--- src/rtl/seven_seg_scan_driver.sv ---
// Time-multiplexed scan controller for a common-anode N-digit 7-segment display.
// Drives one active-low anode per slot with dead time, leading-zero blanking and frame-aligned commits.
module seven_seg_scan_driver #(
  parameter int unsigned DIGITS       = 4,
  parameter int unsigned REFRESH_DIV  = 50000,
  parameter int unsigned BLANK_CYCLES = 16
) (
  input  logic                  clk,
  input  logic                  rst,
  input  logic [4*DIGITS-1:0]   value_in,
  input  logic [DIGITS-1:0]     dp_in,
  input  logic                  load,
  input  logic                  lz_blank,
  output logic [3:0]            nibble,
  output logic [DIGITS-1:0]     anode_n,
  output logic                  dp_n,
  output logic                  pending,
  output logic                  frame_tick
);

  localparam int unsigned CNT_W = (REFRESH_DIV > 1) ? $clog2(REFRESH_DIV) : 1;
  localparam int unsigned IDX_W = (DIGITS > 1) ? $clog2(DIGITS) : 1;
  localparam int unsigned VAL_W = 4 * DIGITS;

  localparam logic [CNT_W-1:0] CNT_LAST  = CNT_W'(REFRESH_DIV - 1);
  localparam logic [IDX_W-1:0] IDX_LAST  = IDX_W'(DIGITS - 1);
  localparam logic [CNT_W-1:0] BLANK_END = CNT_W'(BLANK_CYCLES);

  logic [CNT_W-1:0]  cnt_q, cnt_d;
  logic [IDX_W-1:0]  idx_q, idx_d;
  logic [VAL_W-1:0]  shadow_v_q, shadow_v_d;
  logic [DIGITS-1:0] shadow_dp_q, shadow_dp_d;
  logic [VAL_W-1:0]  disp_v_q, disp_v_d;
  logic [DIGITS-1:0] disp_dp_q, disp_dp_d;
  logic              pending_q, pending_d;
  logic              tick_q, tick_d;
  logic [3:0]        nibble_q, nibble_d;
  logic [DIGITS-1:0] anode_q, anode_d;
  logic              dp_q, dp_d;

  logic              commit;
  logic              dark;
  logic              upper_zero;
  logic [DIGITS-1:0] lz_vec;

  // Next-state: slot counters, shadow/display handoff, and outputs for the upcoming cycle
  always_comb begin
    cnt_d       = cnt_q + CNT_W'(1);
    idx_d       = idx_q;
    commit      = 1'b0;
    shadow_v_d  = shadow_v_q;
    shadow_dp_d = shadow_dp_q;
    disp_v_d    = disp_v_q;
    disp_dp_d   = disp_dp_q;
    pending_d   = pending_q;
    lz_vec      = '0;
    upper_zero  = 1'b1;
    anode_d     = '1;

    if (cnt_q == CNT_LAST) begin
      cnt_d = '0;
      if (idx_q == IDX_LAST) begin
        idx_d  = '0;
        commit = 1'b1;
      end else begin
        idx_d = idx_q + IDX_W'(1);
      end
    end

    // Display takes the shadow as it stood before any same-edge load
    if (commit && pending_q) begin
      disp_v_d  = shadow_v_q;
      disp_dp_d = shadow_dp_q;
    end
    if (load) begin
      shadow_v_d  = value_in;
      shadow_dp_d = dp_in;
      pending_d   = 1'b1;
    end else if (commit) begin
      pending_d = 1'b0;
    end

    // lz_vec[i] set when nibbles i..DIGITS-1 are all zero
    for (int i = DIGITS - 1; i >= 0; i--) begin
      upper_zero = upper_zero & (disp_v_d[4*i +: 4] == 4'h0);
      lz_vec[i]  = upper_zero;
    end

    dark = (cnt_d < BLANK_END) || (lz_blank && (idx_d != '0) && lz_vec[idx_d]);
    if (!dark) begin
      anode_d[idx_d] = 1'b0;
    end
    dp_d     = dark ? 1'b1 : ~disp_dp_d[idx_d];
    nibble_d = disp_v_d[{idx_d, 2'b00} +: 4];
    tick_d   = commit;
  end

  always_ff @(posedge clk) begin
    if (rst) begin
      cnt_q       <= '0;
      idx_q       <= '0;
      shadow_v_q  <= '0;
      shadow_dp_q <= '0;
      disp_v_q    <= '0;
      disp_dp_q   <= '0;
      pending_q   <= 1'b0;
      tick_q      <= 1'b0;
      nibble_q    <= 4'h0;
      anode_q     <= '1;
      dp_q        <= 1'b1;
    end else begin
      cnt_q       <= cnt_d;
      idx_q       <= idx_d;
      shadow_v_q  <= shadow_v_d;
      shadow_dp_q <= shadow_dp_d;
      disp_v_q    <= disp_v_d;
      disp_dp_q   <= disp_dp_d;
      pending_q   <= pending_d;
      tick_q      <= tick_d;
      nibble_q    <= nibble_d;
      anode_q     <= anode_d;
      dp_q        <= dp_d;
    end
  end

  assign nibble     = nibble_q;
  assign anode_n    = anode_q;
  assign dp_n       = dp_q;
  assign pending    = pending_q;
  assign frame_tick = tick_q;

endmodule
--- config.mk ---
export PLATFORM = sky130hd
export DESIGN_NAME = seven_seg_scan_driver
export DESIGN_NICKNAME = d
export VERILOG_FILES = /design/src/rtl/seven_seg_scan_driver.sv
export SDC_FILE = /design/constraint.sdc
export NUM_CORES = 1
export LEC_CHECK = 0
export ABC_AREA = 0
export BUFFER_PORTS_ARGS = -buffer_cell sky130_fd_sc_hd__buf_2
export CAP_MARGIN = 20
export CORE_MARGIN = 1
export CORE_UTILIZATION = 25
export CTS_CLUSTER_SIZE = 25
export DETAILED_ROUTE_END_ITERATION = 8
export PLACE_DENSITY = 0.47
export SLEW_MARGIN = 10
export SYNTH_ARGS = -nofsm -noshare
export SYNTH_HDL_FRONTEND = slang
export SYNTH_SLANG_ARGS = --single-unit
--- constraint.sdc ---
create_clock -name clk -period 3.25 [get_ports clk]
set_clock_uncertainty 0.05 [all_clocks]
set_input_delay 0.1625 -clock clk [delete_from_list [all_inputs] [get_ports clk]]
set_output_delay 0.1625 -clock clk [all_outputs]
set_load 0.02 [all_outputs]
Word level (Yosys, flattened, before mapping). Cells that the tools add are included.

Register bits after elaboration: 69. Input bits: 24.

Add/sub/neg operators: 2. Order comparisons: 3. Eq/ne operators: 2. Shift operators: 1. Muxes and demuxes: 15. Bitwise operators: 5. Reductions and logical operators: 12.

Operators by type and width (number): $mux 16 (2); $add 16x1->16 const B (1); $eq 16x16->1 const B (1); $logic_not 4->1 (4); $lt 16x5->1 const B (1); $shiftx 16x5->4 (1); $mux 1 (7); $bmux 1 s2 (2); $logic_and 1x1->1 (4); $mux 2 (2); $mux 4 (1); $not 4->4 (1); $reduce_bool 2->1 (2); $and 1x1->1 (3); $lt 2x3->1 const B (1); $add 2x1->2 const B (1); $demux 1 s2 (1); $eq 2x2->1 const B (1); $ge 2x1->1 const B (1); $reduce_or 2->1 (1); $logic_or 1x1->1 (1); $not 1->1 (1).

Logic depth before layout (Yosys ltp).
Depth in word-level cells: 14. Gate-level depth with buffers: 11.

Worst setup path before layout. Ideal clock, no wire load.

Path type: reg-to-reg. Start point: register cnt_q[0]. End point: register anode_q[3] (netlist: anode_n[3]). Arrival time: 2.141 ns. Setup slack: 0.925 ns. Cell stages (with the launch flop): 11. Clock period less this slack: 2.325 ns. Cell sequence: dfxtp_1 -> ha_1 -> and3_1 -> buf_6 -> and4_4 -> buf_8 -> mux2i_4 -> nor2_1 -> a21oi_1 -> nor2_1 -> or4_1.

Word-level cells in the longest chain between the ends: 13. Elaborated cells between the ends (all ways): 28. Those cells by class: add/sub (1); order compare (3); eq/ne (1); mux (8); bitwise (4); reduce/logical (11).

RTL lines: start: declaration (RTL line 29) `logic [CNT_W-1:0] cnt_q, cnt_d;`; start signal: assignment (RTL line 112) `cnt_q <= cnt_d;`; branches (longest 13 deep; another with $add 16x1->16); end signal: assignment (RTL line 121) `anode_q <= anode_d;`; end: declaration (RTL line 38) `logic [DIGITS-1:0] anode_q, anode_d;`.

Several ways; the timed one is not identified. The select of a mux whose other input is x is not followed. A chain may end at the register's enable or synchronous reset.

Worst setup path after layout. Same ends and word-level chain as after synthesis.

==> run_summary.xml <==
<?xml version="1.0" encoding="UTF-8"?>
<metrics>
  <group name="logic_synthesis">
    <metric name="post_synthesis_cells" unit="">365</metric>
    <metric name="combined_area_of_all_synthesized_cells" unit="mm²">0.00313</metric>
    <metric name="synth.yosys.warnings" unit="">0</metric>
    <metric name="synth_async_sr_flop_share" unit="%">0</metric>
    <metric name="synth_enable_flop_cells" unit="">0</metric>
    <metric name="ys_ff_latch" unit="">69</metric>
    <metric name="mappedNetlistNets" unit="">391</metric>
    <metric name="synth_top_cell_area_share" unit="%">44.1</metric>
    <metric name="proportion_of_synthesized_chip_area_in_sequential_cells" unit="%">44.1</metric>
    <metric name="post_synthesis_area_per_instance" unit="µm²">8.59</metric>
    <metric name="synth-main-ff-cell" unit="">sky130_fd_sc_hd__dfxtp_1</metric>
    <metric name="synthTopCellsByArea" unit="">sky130_fd_sc_hd__dfxtp_1 (44%), sky130_fd_sc_hd__mux2i_1 (9.6%), sky130_fd_sc_hd__nand2_1 (6.9%)</metric>
    <metric name="synthDistinctLibCells" unit="">51</metric>
    <metric name="netlist.top_cell.by_area" unit="">sky130_fd_sc_hd__dfxtp_1</metric>
  </group>
  <group name="power">
    <metric name="share_comb_of_total_power" unit="%">3.6</metric>
    <metric name="power.share.sequential" unit="%">43.7</metric>
    <metric name="switching_portion_of_total_power" unit="%">20.2</metric>
    <metric name="net-switching-power" unit="mW">0.409</metric>
    <metric name="leakagePower" unit="nW">1.55</metric>
    <metric name="max-vdd-ir-drop" unit="mV">0.437</metric>
    <metric name="power_density" unit="mW/mm²">530</metric>
    <metric name="power.internal" unit="mW">1.61</metric>
    <metric name="clockPowerShare" unit="%">52.6</metric>
  </group>
  <group name="sta">
    <metric name="fin_setup_tns" unit="ns">0</metric>
    <metric name="min_period" unit="ns">2.82</metric>
    <metric name="hold_ws" unit="ns">0.00994</metric>
    <metric name="hold_violations" unit="">0</metric>
    <metric name="final_max_slew_viols" unit="">0</metric>
    <metric name="final_critical_path_setup_slack" unit="ns">0.429</metric>
    <metric name="slew-limit-headroom" unit="%">35.4</metric>
    <metric name="setup-violations-final" unit="">0</metric>
    <metric name="transition_time_at_the_pin_with_the_least_slew_margin" unit="ns">0.969</metric>
    <metric name="timing.fmax" unit="MHz">355</metric>
    <metric name="post-route-period-util" unit="%">86.8</metric>
    <metric name="rsz0062_at_grt" unit="">false</metric>
  </group>
  <group name="critical_path">
    <metric name="timing.rr.end" unit="">anode_n[3]</metric>
    <metric name="regToRegStartpoint" unit="">cnt_q[0]</metric>
    <metric name="critPathSlowestCell" unit="">sky130_fd_sc_hd__mux2i_4</metric>
    <metric name="cp-start-kind" unit="">flip-flop</metric>
    <metric name="path_buf_inv" unit="">0</metric>
    <metric name="cp_max_fo" unit="">14</metric>
    <metric name="critPathCaptureType" unit="">flip-flop</metric>
    <metric name="cp_data_required_time" unit="ns">3.41</metric>
    <metric name="worstRegToRegCells" unit="">8</metric>
    <metric name="critPathTopFamily" unit="">simple AND/OR/NAND/NOR gates</metric>
    <metric name="worst-endpoint-arrival" unit="ns">2.98</metric>
    <metric name="timing.critical_path.cells" unit="">ha_1, and3_1, and4_4, mux2i_4, nor2_1, a21oi_1, nor2_1, or4_1</metric>
    <metric name="worst-r2r-setup-slack" unit="ns">0.43</metric>
    <metric name="cp_slowest_stage_delay" unit="ns">0.54</metric>
    <metric name="critPathKind" unit="">flip-flop to flip-flop</metric>
    <metric name="crit_top_cell" unit="">sky130_fd_sc_hd__nor2_1</metric>
  </group>
  <group name="global_route">
    <metric name="grt_pass1_vias" unit="">2420</metric>
    <metric name="first_pass_grt_wire_length" unit="µm">12200</metric>
    <metric name="groute.usage.overall" unit="%">12.2</metric>
    <metric name="grt_antenna_before_repair" unit="">0</metric>
    <metric name="grt_start_max_net_pins" unit="">52</metric>
    <metric name="overflow_left_after_global_routing" unit="">0</metric>
  </group>
  <group name="final_layout">
    <metric name="final_core_utilization" unit="%">31.5</metric>
    <metric name="area.growth.synth_to_final" unit="%">21.6</metric>
    <metric name="ant_diodes" unit="">0</metric>
    <metric name="nets" unit="">423</metric>
    <metric name="fillerInstances" unit="">1324</metric>
    <metric name="drive_above_1_share" unit="%">15.7</metric>
  </group>
  <group name="clocking">
    <metric name="numCtsBuffers" unit="">9</metric>
    <metric name="clock_tree.root_cell" unit="">sky130_fd_sc_hd__clkbuf_16</metric>
    <metric name="clk-insertion-delay-late" unit="ns">0.34</metric>
    <metric name="cts_tree" unit="">done</metric>
    <metric name="clockBufferDepth" unit="">2</metric>
    <metric name="h_tree_levels" unit="">3</metric>
    <metric name="numClockSinks" unit="">69</metric>
    <metric name="clk_pin_slew" unit="ns">0.05</metric>
  </group>
  <group name="placed_design">
    <metric name="port_buffers" unit="">34</metric>
    <metric name="place_ws" unit="ns">0.433</metric>
    <metric name="gp_congestion" unit="">0.778</metric>
    <metric name="post-dp-hpwl" unit="µm">5090</metric>
  </group>
  <group name="min_path">
    <metric name="worstHoldPathCells" unit="">3</metric>
    <metric name="worst_hold_startpoint" unit="">dp_in[2]</metric>
    <metric name="hold_path_end" unit="">shadow_dp_q[2]</metric>
    <metric name="hold_class" unit="">input port to flip-flop</metric>
  </group>
  <group name="route">
    <metric name="vias" unit="">2577</metric>
    <metric name="detailroute.wirelength.met2" unit="µm">2850</metric>
    <metric name="detail_route.wirelength.met1" unit="µm">3910</metric>
    <metric name="avgViaCountPerCell" unit="">4.52</metric>
    <metric name="drtPass1Iterations" unit="">4</metric>
    <metric name="met3WireLength" unit="µm">319</metric>
    <metric name="postRouteWirelength" unit="µm">7200</metric>
    <metric name="first_iteration_detailed_routing_drc_count" unit="">116</metric>
    <metric name="final_antenna_net_count" unit="">0</metric>
    <metric name="highest_metal_used" unit="">met4</metric>
    <metric name="drc" unit="">0</metric>
    <metric name="wl_per_cell" unit="µm">12.6</metric>
  </group>
  <group name="floorplan">
    <metric name="count_of_boundary_i_o_pins" unit="">35</metric>
    <metric name="placement_rows" unit="">40</metric>
    <metric name="initial_core_util" unit="%">25.9</metric>
    <metric name="floorplan.core_area" unit="mm²">0.0121</metric>
    <metric name="fp.dieH" unit="µm">114</metric>
    <metric name="fp.dieW" unit="µm">114</metric>
    <metric name="die_area" unit="mm²">0.0130</metric>
  </group>
  <group name="flow_run">
    <metric name="cap_violations" unit="">0</metric>
  </group>
  <group name="run_status">
    <metric name="outcome" unit="">completed</metric>
  </group>
</metrics>
state kept, by name, indices dropped and copies added, names as in the netlist:
register     flops
disp_v_q        16
anode_n          4
pending          1
shadow_dp_q      4
nibble           4
cnt_q           16
frame_tick       1
shadow_v_q      16
dp_n             1
idx_q            2
disp_dp_q        4
synth_stat cells, types with 3 or more instances:
cell,instances
sky130_fd_sc_hd__dfxtp_1,69
sky130_fd_sc_hd__nand2_1,58
sky130_fd_sc_hd__nor2_1,55
sky130_fd_sc_hd__a21oi_1,35
sky130_fd_sc_hd__mux2i_1,30
sky130_fd_sc_hd__buf_1,8
sky130_fd_sc_hd__o21ai_0,8
sky130_fd_sc_hd__clkbuf_1,7
sky130_fd_sc_hd__xnor2_1,7
sky130_fd_sc_hd__nand3_1,6
sky130_fd_sc_hd__nor3_1,6
sky130_fd_sc_hd__a22o_1,5
sky130_fd_sc_hd__buf_2,5
sky130_fd_sc_hd__xor2_1,5
sky130_fd_sc_hd__and3_1,4
sky130_fd_sc_hd__and4_1,4
sky130_fd_sc_hd__o41ai_1,4
sky130_fd_sc_hd__inv_1,3
sky130_fd_sc_hd__nor4_1,3
sky130_fd_sc_hd__or3_1,3
power groups by stage:
stage                     logic [mW]  clock network (mW)  registers [mW]
after floorplan               0.0442                   0           0.896
after global placement        0.0671                   0           0.901
after detailed placement      0.0682                   0           0.902
after CTS                     0.0738                1.10           0.883
after global routing          0.0821                1.13           0.886
final                         0.0729                1.06           0.884
layer usage:
layer / GRT usage [%] / vias up
met5: 0 / -
met4: 5.80 / 0
met3: 4.36 / 8
met2: 17.4 / 46
met1: 16.4 / 1188
li1: - / 1335
layout by cell type (no fill, tap or decap), types with 3 or more instances in the layout:
master,n
sky130_fd_sc_hd__a21oi_1,35
sky130_fd_sc_hd__a22o_1,5
sky130_fd_sc_hd__and3_1,4
sky130_fd_sc_hd__and4_1,4
sky130_fd_sc_hd__buf_2,34
sky130_fd_sc_hd__buf_4,5
sky130_fd_sc_hd__clkbuf_16,9
sky130_fd_sc_hd__dfxtp_1,69
sky130_fd_sc_hd__dlygate4sd3_1,6
sky130_fd_sc_hd__inv_1,3
sky130_fd_sc_hd__mux2i_1,30
sky130_fd_sc_hd__nand2_1,58
sky130_fd_sc_hd__nand3_1,6
sky130_fd_sc_hd__nor2_1,55
sky130_fd_sc_hd__nor3_1,6
sky130_fd_sc_hd__nor4_1,3
sky130_fd_sc_hd__o21ai_0,8
sky130_fd_sc_hd__o41ai_1,4
sky130_fd_sc_hd__or3_1,3
sky130_fd_sc_hd__xnor2_1,7
sky130_fd_sc_hd__xor2_1,5
kinds of logic (layout without fill, tap and decap cells):
logic type,Yosys count,count (layout),synth area share (%)
XOR/XNOR,12,12,3.35
AND/OR/NAND/NOR,155,155,23.3
adder cells (fa/ha/maj),2,2,0.798
flip-flops,69,69,44.1
buffers and inverters,27,64,4.39
multiplexers,32,32,10.7
AO/OA/AOI/OAI,68,68,13.5
repair_timing:
action	4_1_cts	5_1_grt
hold buffers	6	0
setup buffers	0	0
endpoints found under the hold margin	6	0
gates resized for setup	0	0
worst max-delay path by stage:
stage | from | end | cells after the start
after CTS | cnt_q[0] | anode_n[3] | 8
after detailed placement | cnt_q[0] | anode_n[3] | 8
after floorplan | cnt_q[0] | anode_n[3] | 10
after global routing | cnt_q[0] | anode_n[3] | 8
after global placement | cnt_q[0] | anode_n[3] | 8
final | cnt_q[0] | anode_n[3] | 8
worst min-delay path, stage by stage:
cell,delay [ns]
sky130_fd_sc_hd__buf_2,0.07
sky130_fd_sc_hd__mux2i_1,0.05
sky130_fd_sc_hd__nor2_1,0.07
final cells by class:
| cell class | instances | area (µm²) | share of cell area [%] |
|---|---|---|---|
| clock buffer | 12 | 256 | 6.73 |
| clock inverter | 4 | 70.1 | 1.84 |
| inverter | 3 | 11.3 | 0.295 |
| multi-input combinational | 269 | 1620 | 42.4 |
| sequential | 69 | 1380 | 36.2 |
| tap | 168 | 210 | 5.51 |
| timing repair buffer | 45 | 268 | 7.02 |
per-stage QoR:
step           cells  instance area [µm²]  total power [mW]
4_1_cts          570                 3810              2.05
3_5_place_dp     548                 3430             0.970
2_1_floorplan    365                 3130             0.940
6_report         570                 3810              2.02
5_1_grt          570                 3810              2.10
3_3_place_gp     548                 3430             0.968
Note: power is estimated with default switching activity, not from simulation.
